--- src/rtl/sdram_port_arbiter.sv ---
// Round-robin Avalon-MM arbiter in front of the SDRAM controller with read-ID tracking.
// Define VGA_PRIORITY_EN to let master 0 (VGA reader) pre-empt round-robin.
module sdram_port_arbiter #(
  parameter int NREQ     = 3,
  parameter int ADDR_W   = 25,
  parameter int DATA_W   = 16,
  parameter int MAX_PEND = 8,
  parameter int MAX_HOLD = 4
) (
  input  logic                     clk,
  input  logic                     reset,
  input  logic [NREQ*ADDR_W-1:0]   m_address,
  input  logic [NREQ-1:0]          m_read,
  input  logic [NREQ-1:0]          m_write,
  input  logic [NREQ*DATA_W-1:0]   m_writedata,
  input  logic [NREQ*DATA_W/8-1:0] m_byteenable,
  output logic [NREQ-1:0]          m_waitrequest,
  output logic [DATA_W-1:0]        m_readdata,
  output logic [NREQ-1:0]          m_readdatavalid,
  output logic [ADDR_W-1:0]        s_address,
  output logic                     s_read,
  output logic                     s_write,
  output logic [DATA_W-1:0]        s_writedata,
  output logic [DATA_W/8-1:0]      s_byteenable,
  input  logic                     s_waitrequest,
  input  logic [DATA_W-1:0]        s_readdata,
  input  logic                     s_readdatavalid,
  output logic                     err_orphan
);

  localparam int BE_W = DATA_W / 8;
  localparam int GW   = (NREQ > 1) ? $clog2(NREQ) : 1;
  localparam int PW   = $clog2(MAX_PEND);
  localparam int CW   = PW + 1;
  localparam int HW   = $clog2(MAX_HOLD) + 1;

  typedef enum logic {
    IDLE,
    GRANT
  } state_t;

  state_t          state;
  logic [GW-1:0]   grant;
  logic [GW-1:0]   last;
  logic [HW-1:0]   hold;
  logic [GW-1:0]   nxt;

  logic [GW-1:0]   fifo [MAX_PEND];
  logic [PW-1:0]   wptr;
  logic [PW-1:0]   rptr;
  logic [CW-1:0]   count;

  logic [NREQ-1:0] req;
  logic            in_grant;
  logic            g_read;
  logic            g_write;
  logic            fifo_full;
  logic            rd_block;
  logic            accept;
  logic            push;
  logic            pop;
  logic            last_xfer;
  logic            vga_cut;
  logic            leave;

  assign req       = m_read | m_write;
  assign in_grant  = (state == GRANT);
  assign g_read    = m_read[grant];
  assign g_write   = m_write[grant];
  assign fifo_full = (count == CW'(MAX_PEND));
  assign rd_block  = g_read & fifo_full;

  assign s_address    = m_address[grant*ADDR_W +: ADDR_W];
  assign s_writedata  = m_writedata[grant*DATA_W +: DATA_W];
  assign s_byteenable = m_byteenable[grant*BE_W +: BE_W];
  assign s_read       = in_grant & g_read & ~fifo_full;
  assign s_write      = in_grant & g_write;
  assign m_readdata   = s_readdata;

  assign accept    = (s_read | s_write) & ~s_waitrequest;
  assign push      = accept & s_read;
  assign pop       = s_readdatavalid & (count != '0);
  assign last_xfer = accept & (hold == HW'(MAX_HOLD - 1));

`ifdef VGA_PRIORITY_EN
  assign vga_cut = accept & req[0] & (grant != '0);
`else
  assign vga_cut = 1'b0;
`endif

  assign leave = ~req[grant] | last_xfer | vga_cut;

  // First requester after the last grant, wrapping around.
  always_comb begin
    nxt = last;
    for (int k = NREQ; k >= 1; k--) begin
      if (req[(int'(last) + k) % NREQ])
        nxt = GW'((int'(last) + k) % NREQ);
    end
`ifdef VGA_PRIORITY_EN
    if (req[0])
      nxt = '0;
`endif
  end

  always_comb begin
    m_waitrequest = '1;
    if (in_grant)
      m_waitrequest[grant] = s_waitrequest | rd_block;
  end

  always_comb begin
    m_readdatavalid = '0;
    if (pop)
      m_readdatavalid[fifo[rptr]] = 1'b1;
  end

  always_ff @(posedge clk or posedge reset) begin
    if (reset) begin
      state <= IDLE;
      grant <= '0;
      last  <= GW'(NREQ - 1);
      hold  <= '0;
    end else begin
      unique case (state)
        IDLE: begin
          if (|req) begin
            grant <= nxt;
            state <= GRANT;
          end
        end
        GRANT: begin
          if (leave) begin
            state <= IDLE;
            last  <= grant;
            hold  <= '0;
          end else if (accept) begin
            hold <= hold + HW'(1);
          end
        end
        default: state <= IDLE;
      endcase
    end
  end

  always_ff @(posedge clk) begin
    if (push)
      fifo[wptr] <= grant;
  end

  always_ff @(posedge clk or posedge reset) begin
    if (reset) begin
      wptr       <= '0;
      rptr       <= '0;
      count      <= '0;
      err_orphan <= 1'b0;
    end else begin
      if (push)
        wptr <= wptr + PW'(1);
      if (pop)
        rptr <= rptr + PW'(1);
      unique case ({push, pop})
        2'b10:   count <= count + CW'(1);
        2'b01:   count <= count - CW'(1);
        default: count <= count;
      endcase
      if (s_readdatavalid && count == '0)
        err_orphan <= 1'b1;
    end
  end

endmodule

--- config.mk ---
export PLATFORM = sky130hd
export DESIGN_NAME = sdram_port_arbiter
export DESIGN_NICKNAME = d
export VERILOG_FILES = /design/src/rtl/sdram_port_arbiter.sv
export SDC_FILE = /design/constraint.sdc
export NUM_CORES = 1
export LEC_CHECK = 0
export CAP_MARGIN = 20
export CORE_MARGIN = 2
export CORE_UTILIZATION = 35
export CTS_BUF_LIST = sky130_fd_sc_hd__clkbuf_8 sky130_fd_sc_hd__clkbuf_16
export CTS_CLUSTER_SIZE = 40
export DETAILED_ROUTE_END_ITERATION = 16
export HOLD_SLACK_MARGIN = 0.06
export PLACE_DENSITY = 0.82
export REMOVE_ABC_BUFFERS = 1
export SLEW_MARGIN = 20
export SYNTH_ARGS = -nofsm -noshare
export SYNTH_HDL_FRONTEND = slang
export SYNTH_SLANG_ARGS = --single-unit
--- constraint.sdc ---
create_clock -name clk -period 3.1 [get_ports clk]
set_input_delay 0.31 -clock clk [delete_from_list [all_inputs] [get_ports clk]]
set_output_delay 0.31 -clock clk [all_outputs]
set_load 0.02 [all_outputs]
==> flow_summary.yaml, run 1 <==
placed_design:
  dpl.hpwl_um: 8480
  gp_congestion: 0.805
  portBuffers: 190
  place_inst: 603
timing:
  fin_skew_ns: 0.00624
  post-route-period-util_pct: 93.0
  max_freq_mhz: 347
  fin_tns_setup_ns: 0
  tightest_slew_ns: 0.720
  whs_ns: 0.438
  rsz0062_at_grt: "false"
  setup_viol: 0
  min_period_ns: 2.88
  final_hold_viol_count: 0
  final_max_slew_viol_count: 0
  maxSlewHeadroom_pct: 51.9
pwr:
  p_leak_nw: 1.86
  irDropWorstVdd_v: 0.000317
  power_density_mw_per_mm2: 786
floorplanning:
  die_w_um: 96.2
  core_mm2: 0.00822
  start_util_pct: 36.2
  die_h_um: 96.2
  dieArea_mm2: 0.00925
  io_pins: 223
  rows: 33
synthesis:
  ys.flop_type: "dfrtp_1"
  synth_edf_count: 16
  synth-compound-area-share_pct: 15.5
  syn_area_mm2: 0.00297
  synth_seq_cells: 35
  postSynthAreaPerCell_um2: 8.80
  synthArstFlopShare_pct: 54.3
  yosys.area_share.adder_pct: 3.79
  synth_top_family_by_area: "multiplexers"
  synth_simple_gate_area_share_pct: 17.0
  syn_inst: 338
  synth_cell_types: 48
  muxShareOfSynthArea_pct: 20.5
  synth-xor-area-share_pct: 2.65
  synth_top_cell_by_area: "edfxtp_1"
  ys_seq_area_share_pct: 32.2
  synth_top_area_share_pct: 16.2
  yosysWarnings: 0
  synth_area_leaders: "edfxtp_1, mux2i_1, dfrtp_1"
critical_path:
  cp_slowest_cell: "clkdlybuf4s50_1"
  r2r_start: "grant[1]$_DFFE_PP0P_"
  path_max_fanout: 23
  crit_top_cell: "buf_4"
  crit_arrival_ns: 2.57
  cp-endpoint: "s_address[18]"
  critPathCaptureType: "output pin"
  critPathTopFamily: "buffers and inverters"
  path_class: "reg2out"
  rr_endpoint: "count[2]$_DFFE_PP0P_"
  cp_num_cells: 6
  cp-start-kind: "flop"
  r2r_slack_ns: 0.57
  worst-path-buf-inv: 3
  critPathLaunch: "grant[0]$_DFFE_PP0P_"
  crit_required_ns: 2.79
  path_cells: "buf_4, nor2b_4, buf_4, nand2_1, o21ai_0, clkdlybuf4s50_1"
  ff2ff_path_depth: 11
  cp_slowest_stage_delay_ns: 0.67
detailed_routing:
  ant_nets: 0
  wl_met1_um: 3720
  wl_per_cell_um: 16.7
  dr.first_iter.drc_count: 110
  wl_um: 10200
  dr.pass1.iters: 4
  top_layer_used: "met5"
  num_vias: 3129
  met3_length_um: 1060
  via_per_inst: 5.12
  drc: 0
  met2_length_um: 5110
cts:
  post_cts_resized: 0
  path_clk_slew_ns: 0.07
  cts_setup_buffers: 0
  cts_buffers: 5
  postCtsHoldBufs: 0
  cts_buffer_depth: 2
  cts_root_buf: "clkbuf_8"
  cts_tree: "yes"
  clk_latency_ns: 0.28
  cts.sinks: 35
  h-tree-depth: 2
worst_hold_path:
  hp-class: "in2async"
final_layout:
  num_antenna_cells: 0
  final_nets: 669
  syn2layout_area_growth_pct: 65.8
  finalNonFillerCells: 611
  ff_latch_area_um2: 958
  drive_gt1_share_pct: 6.13
  multi_input_area_mm2: 0.00177
  fillers: 680
global_route:
  grt_max_degree: 38
  grt_pass1_wl_um: 14900
  antenna_found_initial: 0
  grt_pass1_vias: 3047
  gr-usage-all-layers_pct: 21.0
  grt_overflow: 0
run:
  cap_violations: 0
outcome:
  status: "finished, final reports clean"
[kinds of logic (layout without fill, tap and decap cells)]
group / after synthesis / count (layout)
AO/OA/AOI/OAI: 80 / 80
XOR/XNOR: 9 / 9
buffers and inverters: 47 / 215
adder cells (fa/ha/maj): 9 / 9
AND/OR/NAND/NOR: 103 / 103
flip-flops: 35 / 35
multiplexers: 55 / 55
[worst register-to-register path, stage by stage, from the launching register on]
cell     delay [ns]
dfrtp_1        0.44
buf_4          0.23
o21a_1         0.24
nor3_2         0.18
inv_1          0.15
ha_1           0.29
xor2_1         0.17
ha_1           0.20
a21oi_1        0.15
xor2_1         0.15
nor2_1         0.06
xor2_1         0.15
[power breakdown]
group / internal (mW) / switching [mW] / leakage, nW
registers: 0.647 / 0.203 / 0.373
clock network: 0.150 / 0.152 / 0.0444
logic: 1.34 / 1.38 / 1.44
[placed cells by master, fill, tap and decap left out, drive strengths merged, types with 3 or more instances in the layout]
| master | instances |
|---|---|
| xnor2 | 4 |
| nand3 | 5 |
| a211oi | 6 |
| dfrtp | 18 |
| clkbuf | 5 |
| nand2b | 4 |
| clkdlybuf4s50 | 190 |
| edfxtp | 16 |
| o21ai | 50 |
| xor2 | 5 |
| buf | 8 |
| mux2i | 47 |
| inv | 10 |
| mux4 | 4 |
| a21oi | 8 |
| nor3 | 8 |
| nor2 | 11 |
| o22ai | 4 |
| nand2 | 58 |
| ha | 9 |
| nor4 | 3 |
| and2 | 3 |
| mux2 | 4 |
[per-stage QoR]
| step | cell area (µm²) | power (mW) | utilization (%) | setup WS (ns) |
|---|---|---|---|---|
| finish | 4930 | 3.88 | 60.0 | 0.218 |
| global route | 4930 | 4.13 | 60.0 | 0.0870 |
| CTS | 4930 | 3.89 | 60.0 | 0.207 |
| detailed placement | 4850 | 3.59 | 59.1 | 0.241 |
| global placement | 4850 | 3.51 | 59.1 | 0.355 |
| floorplan | 2760 | 2.43 | - | -0.771 |
[state kept, by name (all words and copies together), names as in the netlist]
signal and flops:
fifo 16, wptr 3, in_grant 1, hold 3, err_orphan 1, last 2
rptr 3, grant 2, count 4
[worst min-delay path by stage]
stage | from | endpoint | cells after the start
after detailed placement | err_orphan$_DFFE_PP0P_ | err_orphan$_DFFE_PP0P_ | 1
final | reset | rptr[0]$_DFFE_PP0P_ | 2
after global placement | err_orphan$_DFFE_PP0P_ | err_orphan$_DFFE_PP0P_ | 1
after CTS | reset | count[2]$_DFFE_PP0P_ | 2
after floorplan | reset | count[0]$_DFFE_PP0P_ | 1
after global routing | err_orphan$_DFFE_PP0P_ | err_orphan$_DFFE_PP0P_ | 1
[layer usage]
layer,up-vias,global-route usage [%]
met1,1427,23.3
met2,146,35.1
met4,2,7.26
met3,23,9.71
met5,-,4.17
li1,1531,-
[synthesized netlist by cell type, drive strengths merged (4+ instances only)]
| cell | n |
|---|---|
| a211oi | 6 |
| a21oi | 8 |
| buf | 25 |
| clkbuf | 13 |
| dfrtp | 18 |
| edfxtp | 16 |
| ha | 9 |
| inv | 9 |
| mux2 | 4 |
| mux2i | 47 |
| mux4 | 4 |
| nand2 | 58 |
| nand2b | 4 |
| nand3 | 5 |
| nor2 | 11 |
| nor3 | 8 |
| o21ai | 50 |
| o22ai | 4 |
| xnor2 | 4 |
| xor2 | 5 |
[final cells by class]
| class | instances | area share [%] |
|---|---|---|
| timing repair buffer | 198 | 39.8 |
| multi-input combinational | 256 | 35.8 |
| sequential | 35 | 19.4 |
| tap | 105 | 2.66 |
| clock buffer | 5 | 1.40 |
| inverter | 9 | 0.685 |
| clock inverter | 3 | 0.228 |
No activity file was read; power rests on OpenSTA's default activity.
==> run 2: changes to the inputs <==
--- a/config.mk
+++ b/config.mk
@@ -5,14 +5,13 @@
 export SDC_FILE = /design/constraint.sdc
 export NUM_CORES = 1
 export LEC_CHECK = 0
-export CAP_MARGIN = 20
 export CORE_MARGIN = 2
-export CORE_UTILIZATION = 35
+export CORE_UTILIZATION = 37
 export CTS_BUF_LIST = sky130_fd_sc_hd__clkbuf_8 sky130_fd_sc_hd__clkbuf_16
 export CTS_CLUSTER_SIZE = 40
 export DETAILED_ROUTE_END_ITERATION = 16
 export HOLD_SLACK_MARGIN = 0.06
-export PLACE_DENSITY = 0.82
+export PLACE_DENSITY = 0.86
 export REMOVE_ABC_BUFFERS = 1
 export SLEW_MARGIN = 20
 export SYNTH_ARGS = -nofsm -noshare
==> constraint.sdc (replaced) <==
create_clock -name clk -period 3.4 [get_ports clk]
set_input_delay 0.34 -clock clk [delete_from_list [all_inputs] [get_ports clk]]
set_output_delay 0.34 -clock clk [all_outputs]
set_load 0.02 [all_outputs]
==> run 2 against run 1 <==
Effect of this change:
- largest cell class unchanged
- sequential cell count stayed put
- final cell count is 0.82% lower
- sequential power is 9.4% lower
==> flow_summary.yaml, run 2 (synthesized netlist as in run 1, its figures left out) <==
detailed_routing:
  wl_per_cell_um: 16.2
  num_vias: 3109
  drc: 0
  ant_nets: 0
  dr.pass1.iters: 4
  dr.first_iter.drc_count: 225
  via_per_inst: 5.13
  wl_um: 9840
final_layout:
  final_cell_mix: "clkdlybuf4s50_1, nand2_1, o21ai_0"
  syn2layout_area_growth_pct: 66.7
  num_antenna_cells: 0
  drive_gt1_share_pct: 6.35
  multi_input_area_mm2: 0.00177
  fin_area_mm2: 0.00496
  top_regs: "fifo: 16 flops, count: 4 flops"
  finalNonFillerCells: 606
  post-route-util_pct: 63.8
  largest_register: "fifo"
  final_nets: 667
  ff_latch_area_um2: 958
  largest_reg_flops: 16
  fillers: 612
  mostFrequentLayoutCell: "clkdlybuf4s50_1"
floorplanning:
  die_w_um: 93.7
  start_util_pct: 38.3
  dieArea_mm2: 0.00877
  core_mm2: 0.00777
  rows: 32
  die_h_um: 93.7
  io_pins: 223
critical_path:
  path_max_fanout: 6
  worst-path-buf-inv: 1
  critPathTopFamily: "multiplexers"
  path_class: "reg2out"
  crit_arrival_ns: 2.49
  cp_slowest_stage_delay_ns: 0.63
  critPathCaptureType: "output pin"
  crit_required_ns: 3.06
  r2r_slack_ns: 0.81
  cp-start-kind: "flop"
  path_cells: "mux4_2, mux2_2, nor3_1, clkdlybuf4s50_1"
  cp_slowest_cell: "clkdlybuf4s50_1"
cts:
  path_clk_slew_ns: 0.07
  postCtsHoldBufs: 0
  clk_latency_ns: 0.29
  cts_buffer_depth: 2
  cts_root_buf: "clkbuf_8"
  cts.sinks: 35
  cts_buffers: 5
  h-tree-depth: 2
  post_cts_resized: 0
  cts_setup_buffers: 0
  cts_tree: "yes"
placed_design:
  dpl_cell_area_mm2: 0.00485
  place_ws_ns: 0.471
  place_inst: 598
  portBuffers: 190
  gp_congestion: 0.829
  dpl.hpwl_um: 8000
timing:
  fin_ws_ns: 0.568
  fin_tns_setup_ns: 0
  setup_viol: 0
  tightest_slew_ns: 0.721
  min_period_ns: 2.83
  final_hold_viol_count: 0
  maxSlewHeadroom_pct: 51.9
  fin_skew_ns: 0.00589
  post-route-period-util_pct: 83.3
  rsz0062_at_grt: "false"
  final_max_slew_viol_count: 0
  max_freq_mhz: 353
  whs_ns: 0.476
run:
  cap_violations: 0
worst_hold_path:
  hp-class: "in2async"
global_route:
  gr-usage-all-layers_pct: 21.3
  grt_max_degree: 34
  grt_pass1_wl_um: 14700
  grt_pass1_vias: 2992
  antenna_found_initial: 0
  grt_overflow: 0
pwr:
  p_leak_nw: 1.86
  irDropWorstVdd_v: 0.000292
  finalPower_mw: 3.63
  power_density_mw_per_mm2: 732
outcome:
  status: "finished, final reports clean"
-- run 2: cell types whose count changed in the layout (fill, tap and decap cells not counted), sizes merged --
cell / before / now
buf: 8 / 6
inv: 10 / 9
bufinv: 0 / 1
-- run 2: final cells by class --
type	instances	area share, %
repair buffers	196	39.5
multi-input cells	256	35.6
flip-flops and latches	35	19.3
well taps	102	2.57
clock buffers	5	1.39
clock inverters	3	0.883
inverters	9	0.681
-- run 2: worst reg2reg max path, cell delays in order (launching register included) --
cell     delay [ns]
dfrtp_1        0.49
nor4b_4        0.48
nor3_2         0.10
buf_4          0.17
inv_1          0.15
ha_1           0.28
xor2_1         0.17
ha_1           0.16
a21oi_1        0.05
xor2_1         0.15
nor2_1         0.14
xor2_1         0.18
-- run 2: routing by layer --
metal | vias to the layer above | global-route usage, % | routed length, µm
met5 | - | 0 | 0
met4 | 0 | 7.00 | 236
met3 | 20 | 7.95 | 802
met2 | 136 | 37.9 | 5150
met1 | 1432 | 23.2 | 3650
li1 | 1521 | - | -
-- run 2: path summary, 6_finish.rpt --
path / cells after the start / start / end
min: 2 / reset / rptr[0]$_DFFE_PP0P_
max: 4 / rptr[0]$_DFFE_PP0P_ / m_readdatavalid[2]
min in group clk: 1 / err_orphan$_DFFE_PP0P_ / err_orphan$_DFFE_PP0P_
min reg2reg: 1 / err_orphan$_DFFE_PP0P_ / err_orphan$_DFFE_PP0P_
max reg2reg: 11 / count[1]$_DFFE_PP0P_ / count[2]$_DFFE_PP0P_
max in group asynchronous: 2 / reset / grant[0]$_DFFE_PP0P_
-- run 2: where the power goes --
part           internal, mW  total (mW)  switching [mW]
clock                 0.218       0.370           0.152
sequential            0.589       0.770           0.180
combinational          1.22        2.49            1.27
total                  2.03        3.63            1.60
==> RTL edit 1, RTL diff (settings of run 1) <==
Build with the macro `VGA_PRIORITY_EN` defined.
--- a/src/rtl/sdram_port_arbiter.sv
+++ b/src/rtl/sdram_port_arbiter.sv
@@ -1,4 +1,6 @@
 // Round-robin Avalon-MM arbiter in front of the SDRAM controller with read-ID tracking.
 // Define VGA_PRIORITY_EN to let master 0 (VGA reader) pre-empt round-robin.
+`define VGA_PRIORITY_EN
+
 module sdram_port_arbiter #(
   parameter int NREQ     = 3,
Check against the original RTL: not equivalent (Yosys sat finds a counterexample within 4 cycles, from zero or initial values and one cycle with reset high).
==> RTL edit 1 against run 1 <==
- worst setup slack better by 0.028 ns
- total power rose by 7.7%
- final area increased by 0.74%
- critical path depth grew 2
- clock power is 36% higher
- count of clock-buffer cells in the layout unchanged
- first-iteration DRC count is 3.6% higher
- synthesized area grew 0.55%
- sequential cell count is the same
- hold slack about the same
- routed wire length decreased by 2.8%
- critical endpoint is now m_waitrequest[1]
- largest cell class unchanged
==> RTL edit 1: results (changes against run 1) <==
Status -> finished, final reports clean
Met3 Usage GRT -> 0.0729 (-0.0242)
Met3 routed wirelength -> 788 um (-25%)
Fill cells -> 737 (+8.4%)
Worst Skew -> 0.0115 ns (+0.00523 ns)
Layout cell share with drive strength beyond 1 -> 0.0630 (+0.00173)
CP max FO -> 6 (-74%)
Switching share of power -> 0.448 (-0.000643)
Largest net degree at the start of global routing -> 47 (+24%)
Worst VDD drop -> 397 uV (+25%)
Distinct cells, synth -> 55 (+15%)
Leak -> 1.78 nW (-4.2%)
Routed len/inst -> 16.2 um (-3.1%)
Sequential-to-total area share from yosys stat -> 0.320 (-0.00175)
Setup crit end -> m_waitrequest[1]
Most frequent cells after synthesis -> 65 x nand2_1, 51 x o21ai_0, 47 x mux2i_1
Xor and xnor area share after synthesis -> 0.0264 (-0.000144)
GR Layer Usage met2 -> 0.356 (+0.00521)
Final Power -> 4.18 mW (+7.7%)
Crit path DAT -> 2.54 ns (-0.03 ns)
Reg power frac -> 0.200 (-0.019)
First-pass GRT wire length -> 14700 um (-1.6%)
Worst Reg-to-Reg Cells -> 10 (-1)
Met1 Resource Use GR -> 0.237 (+0.00406)
All-Layer GR Usage -> 0.205 (-0.00558)
Number of global-route vias before repair -> 2981 (-2.2%)
Worst path top cell family by delay -> buffers and inverters
Adder-Cell Fraction of Synth Area -> 0.0377 (-0.000206)
Synth area leaders -> edfxtp_1 16%, mux2i_1 16%, dfrtp_1 15%
Slew headroom -> 0.507 (-0.0125)
Flop2flop setup slack -> 0.63 ns (+0.06 ns)
Compound-cell area share of the yosys netlist -> 0.158 (+0.00292)
Met2 routed WL -> 5050 um (-1.2%)
DR vias -> 3074 (-1.8%)
Dpl hpwl -> 8040 um (-5.2%)
Dpl cell area -> 4860 um^2 (about the same)
Multi-input logic area -> 1780 um^2 (+0.85%)
Top Metal Used -> met4
Comb power -> 2.93 mW (+7.7%)
Final #Nets -> 671 (+0.30%)
GPL Wtd Cong -> 0.917 (+14%)
Max cap viols -> 0 (unchanged)
Slowest Stage Delay on Critical Path -> 0.57 ns (-0.10 ns)
Crit path launch -> m_read[0]
-- RTL edit 1: through the flow --
step / setup WS, ns / hold WS, ns / cells
after floorplan: -1.35 / 0.260 / 303
after global placement: 0.226 / 0.439 / 605
after detailed placement: 0.218 / 0.446 / 605
after CTS: 0.201 / 0.462 / 613
after global routing: 0.0583 / 0.490 / 613
final: 0.246 / 0.439 / 613
-- RTL edit 1: logic make-up (layout without fill, tap and decap cells) --
group	count (synthesis)	count (layout)
AO/OA/AOI/OAI	80	80
XOR/XNOR	9	9
adder cells (fa/ha/maj)	9	9
buffers and inverters	47	213
flip-flops	35	35
multiplexers	55	55
AND/OR/NAND/NOR	107	107
-- RTL edit 1: cell type report --
| type | instances | area share |
|---|---|---|
| clock inverters | 3 | 0.00881 |
| clock buffers | 5 | 0.0139 |
| multi-input cells | 260 | 0.359 |
| well taps | 105 | 0.0264 |
| flip-flops and latches | 35 | 0.193 |
| inverters | 8 | 0.00604 |
| repair buffers | 197 | 0.393 |
==> RTL edit 2, RTL diff (settings of run 1) <==
Made on the original files. Register the output `err_orphan` once more, cleared by the reset; this adds one clock of latency there. The other outputs are not delayed to match.
--- a/src/rtl/sdram_port_arbiter.sv
+++ b/src/rtl/sdram_port_arbiter.sv
@@ -39,4 +39,6 @@
     GRANT
   } state_t;
+
+  logic err_orphan_s0;
 
   state_t          state;
@@ -154,5 +156,5 @@
       rptr       <= '0;
       count      <= '0;
-      err_orphan <= 1'b0;
+      err_orphan_s0 <= 1'b0;
     end else begin
       if (push)
@@ -166,5 +168,13 @@
       endcase
       if (s_readdatavalid && count == '0)
-        err_orphan <= 1'b1;
+        err_orphan_s0 <= 1'b1;
+    end
+  end
+
+  always_ff @(posedge clk or posedge reset) begin
+    if (reset) begin
+      err_orphan <= '0;
+    end else begin
+      err_orphan <= err_orphan_s0;
     end
   end
Formal check against the unedited RTL: not equivalent (Yosys sat finds a counterexample within 4 cycles, from zero or initial values and one cycle with reset high).
==> RTL edit 2 against run 1 <==
- core utilization is 0.15 points higher
- synthesized area is 0.84% higher
- total power is 1.9% higher
- routed wire length is 4.1% lower
- sequential cell count is 1 higher
- hold slack worse by 0.054 ns
- final area is 0.76% higher
- worst setup slack better by 0.12 ns
- critical endpoint is now m_readdatavalid[2]
- largest power group unchanged
- highest routed layer is now met4
==> RTL edit 2: results (changes against run 1) <==
Status -> finished, final reports clean
Top Metal Used -> met4
Syn Inst Count -> 339 (+0.30%)
Met1 Resource Use GR -> 0.215 (-0.0178)
GPL Wtd Cong -> 0.816 (+1.3%)
Hold Worst Slack -> 0.385 ns (-0.0537 ns)
Flop2flop setup slack -> 0.52 ns (-0.05 ns)
FF-to-FF Start -> count[1]
Synth area leaders -> edfxtp_1 16%, dfrtp_1 16%, mux2i_1 16%
Crit path DAT -> 2.45 ns (-0.12 ns)
Slew headroom -> 0.495 (-0.0244)
Compound-cell area share of the yosys netlist -> 0.154 (-0.00129)
P_clk -> 0.358 mW (+19%)
Sequential-to-total area share from yosys stat -> 0.327 (+0.00566)
Largest net degree at the start of global routing -> 36 (-5.3%)
Adder-Cell Fraction of Synth Area -> 0.0375 (-0.000316)
Met3 Usage GRT -> 0.0799 (-0.0172)
Met3 routed wirelength -> 922 um (-13%)
Post-synth ARST share -> 0.556 (+0.0127)
IO buf count -> 190 (unchanged)
Layout Cell Area excl Fill -> 4970 um^2 (+0.76%)
Type of the most critical hold path -> register to register
Combinational Power Share -> 0.692 (-0.011)
Slowest Stage Delay on Critical Path -> 0.62 ns (-0.05 ns)
Pint -> 2.21 mW (+3.2%)
Dpl hpwl -> 8110 um (-4.4%)
M1 WL -> 3570 um (-4.0%)
CP max FO -> 6 (-74%)
Layout cell share with drive strength beyond 1 -> 0.0632 (+0.00198)
Post-synthesis mux area share -> 0.203 (-0.00171)
Dpl cell area -> 4870 um^2 (+0.36%)
Leak -> 1.87 nW (+0.86%)
Most frequent cells after synthesis -> 58 x nand2_1, 50 x o21ai_0, 47 x mux2i_1
Via density -> 5.13 (+0.22%)
DR pass1 iterations -> 5 (+1)
Net Switching -> 1.74 mW (+0.21%)
Met2 routed WL -> 5160 um (+0.94%)
Worst Skew -> 0.00757 ns (+0.00133 ns)
Xor and xnor area share after synthesis -> 0.0263 (-0.000221)
DRT Wirelength -> 9810 um (-4.1%)
First-pass GRT wire length -> 14700 um (-1.4%)
GR Layer Usage met2 -> 0.379 (+0.0284)
All-Layer GR Usage -> 0.203 (-0.00719)
## RTL edit 2: cell types whose count changed after synthesis
cell and delta:
dfrtp_1 +1
## RTL edit 2: layout make-up
cell class,count,area [um^2]
fillers,700,3290
repair buffers,197,1950
multi-input cells,256,1770
flip-flops and latches,36,983
well taps,105,131
clock buffers,7,96.3
inverters,9,33.8
clock inverters,1,3.75
## RTL edit 2: worst max-delay path by stage
stage / start / endpoint / slack (ns) / depth (start not counted)
2_1_floorplan: grant[0] / count[2] / -0.77 / 11
3_3_place_gp: m_read[0] / count[2] / 0.35 / 12
3_5_place_dp: m_read[0] / count[2] / 0.21 / 12
4_1_cts: rptr[0] / m_readdatavalid[2] / 0.34 / 4
5_1_grt: rptr[0] / m_readdatavalid[0] / 0.22 / 5
6_report: rptr[0] / m_readdatavalid[2] / 0.34 / 4
## RTL edit 2: worst max-delay path, delay by kind of cell (launching register included)
family                 cells  cell delay (ns)
and+or+nand+nor            1             0.17
buffers and inverters      1             0.62
muxes                      2             0.84
DFF                        1             0.53
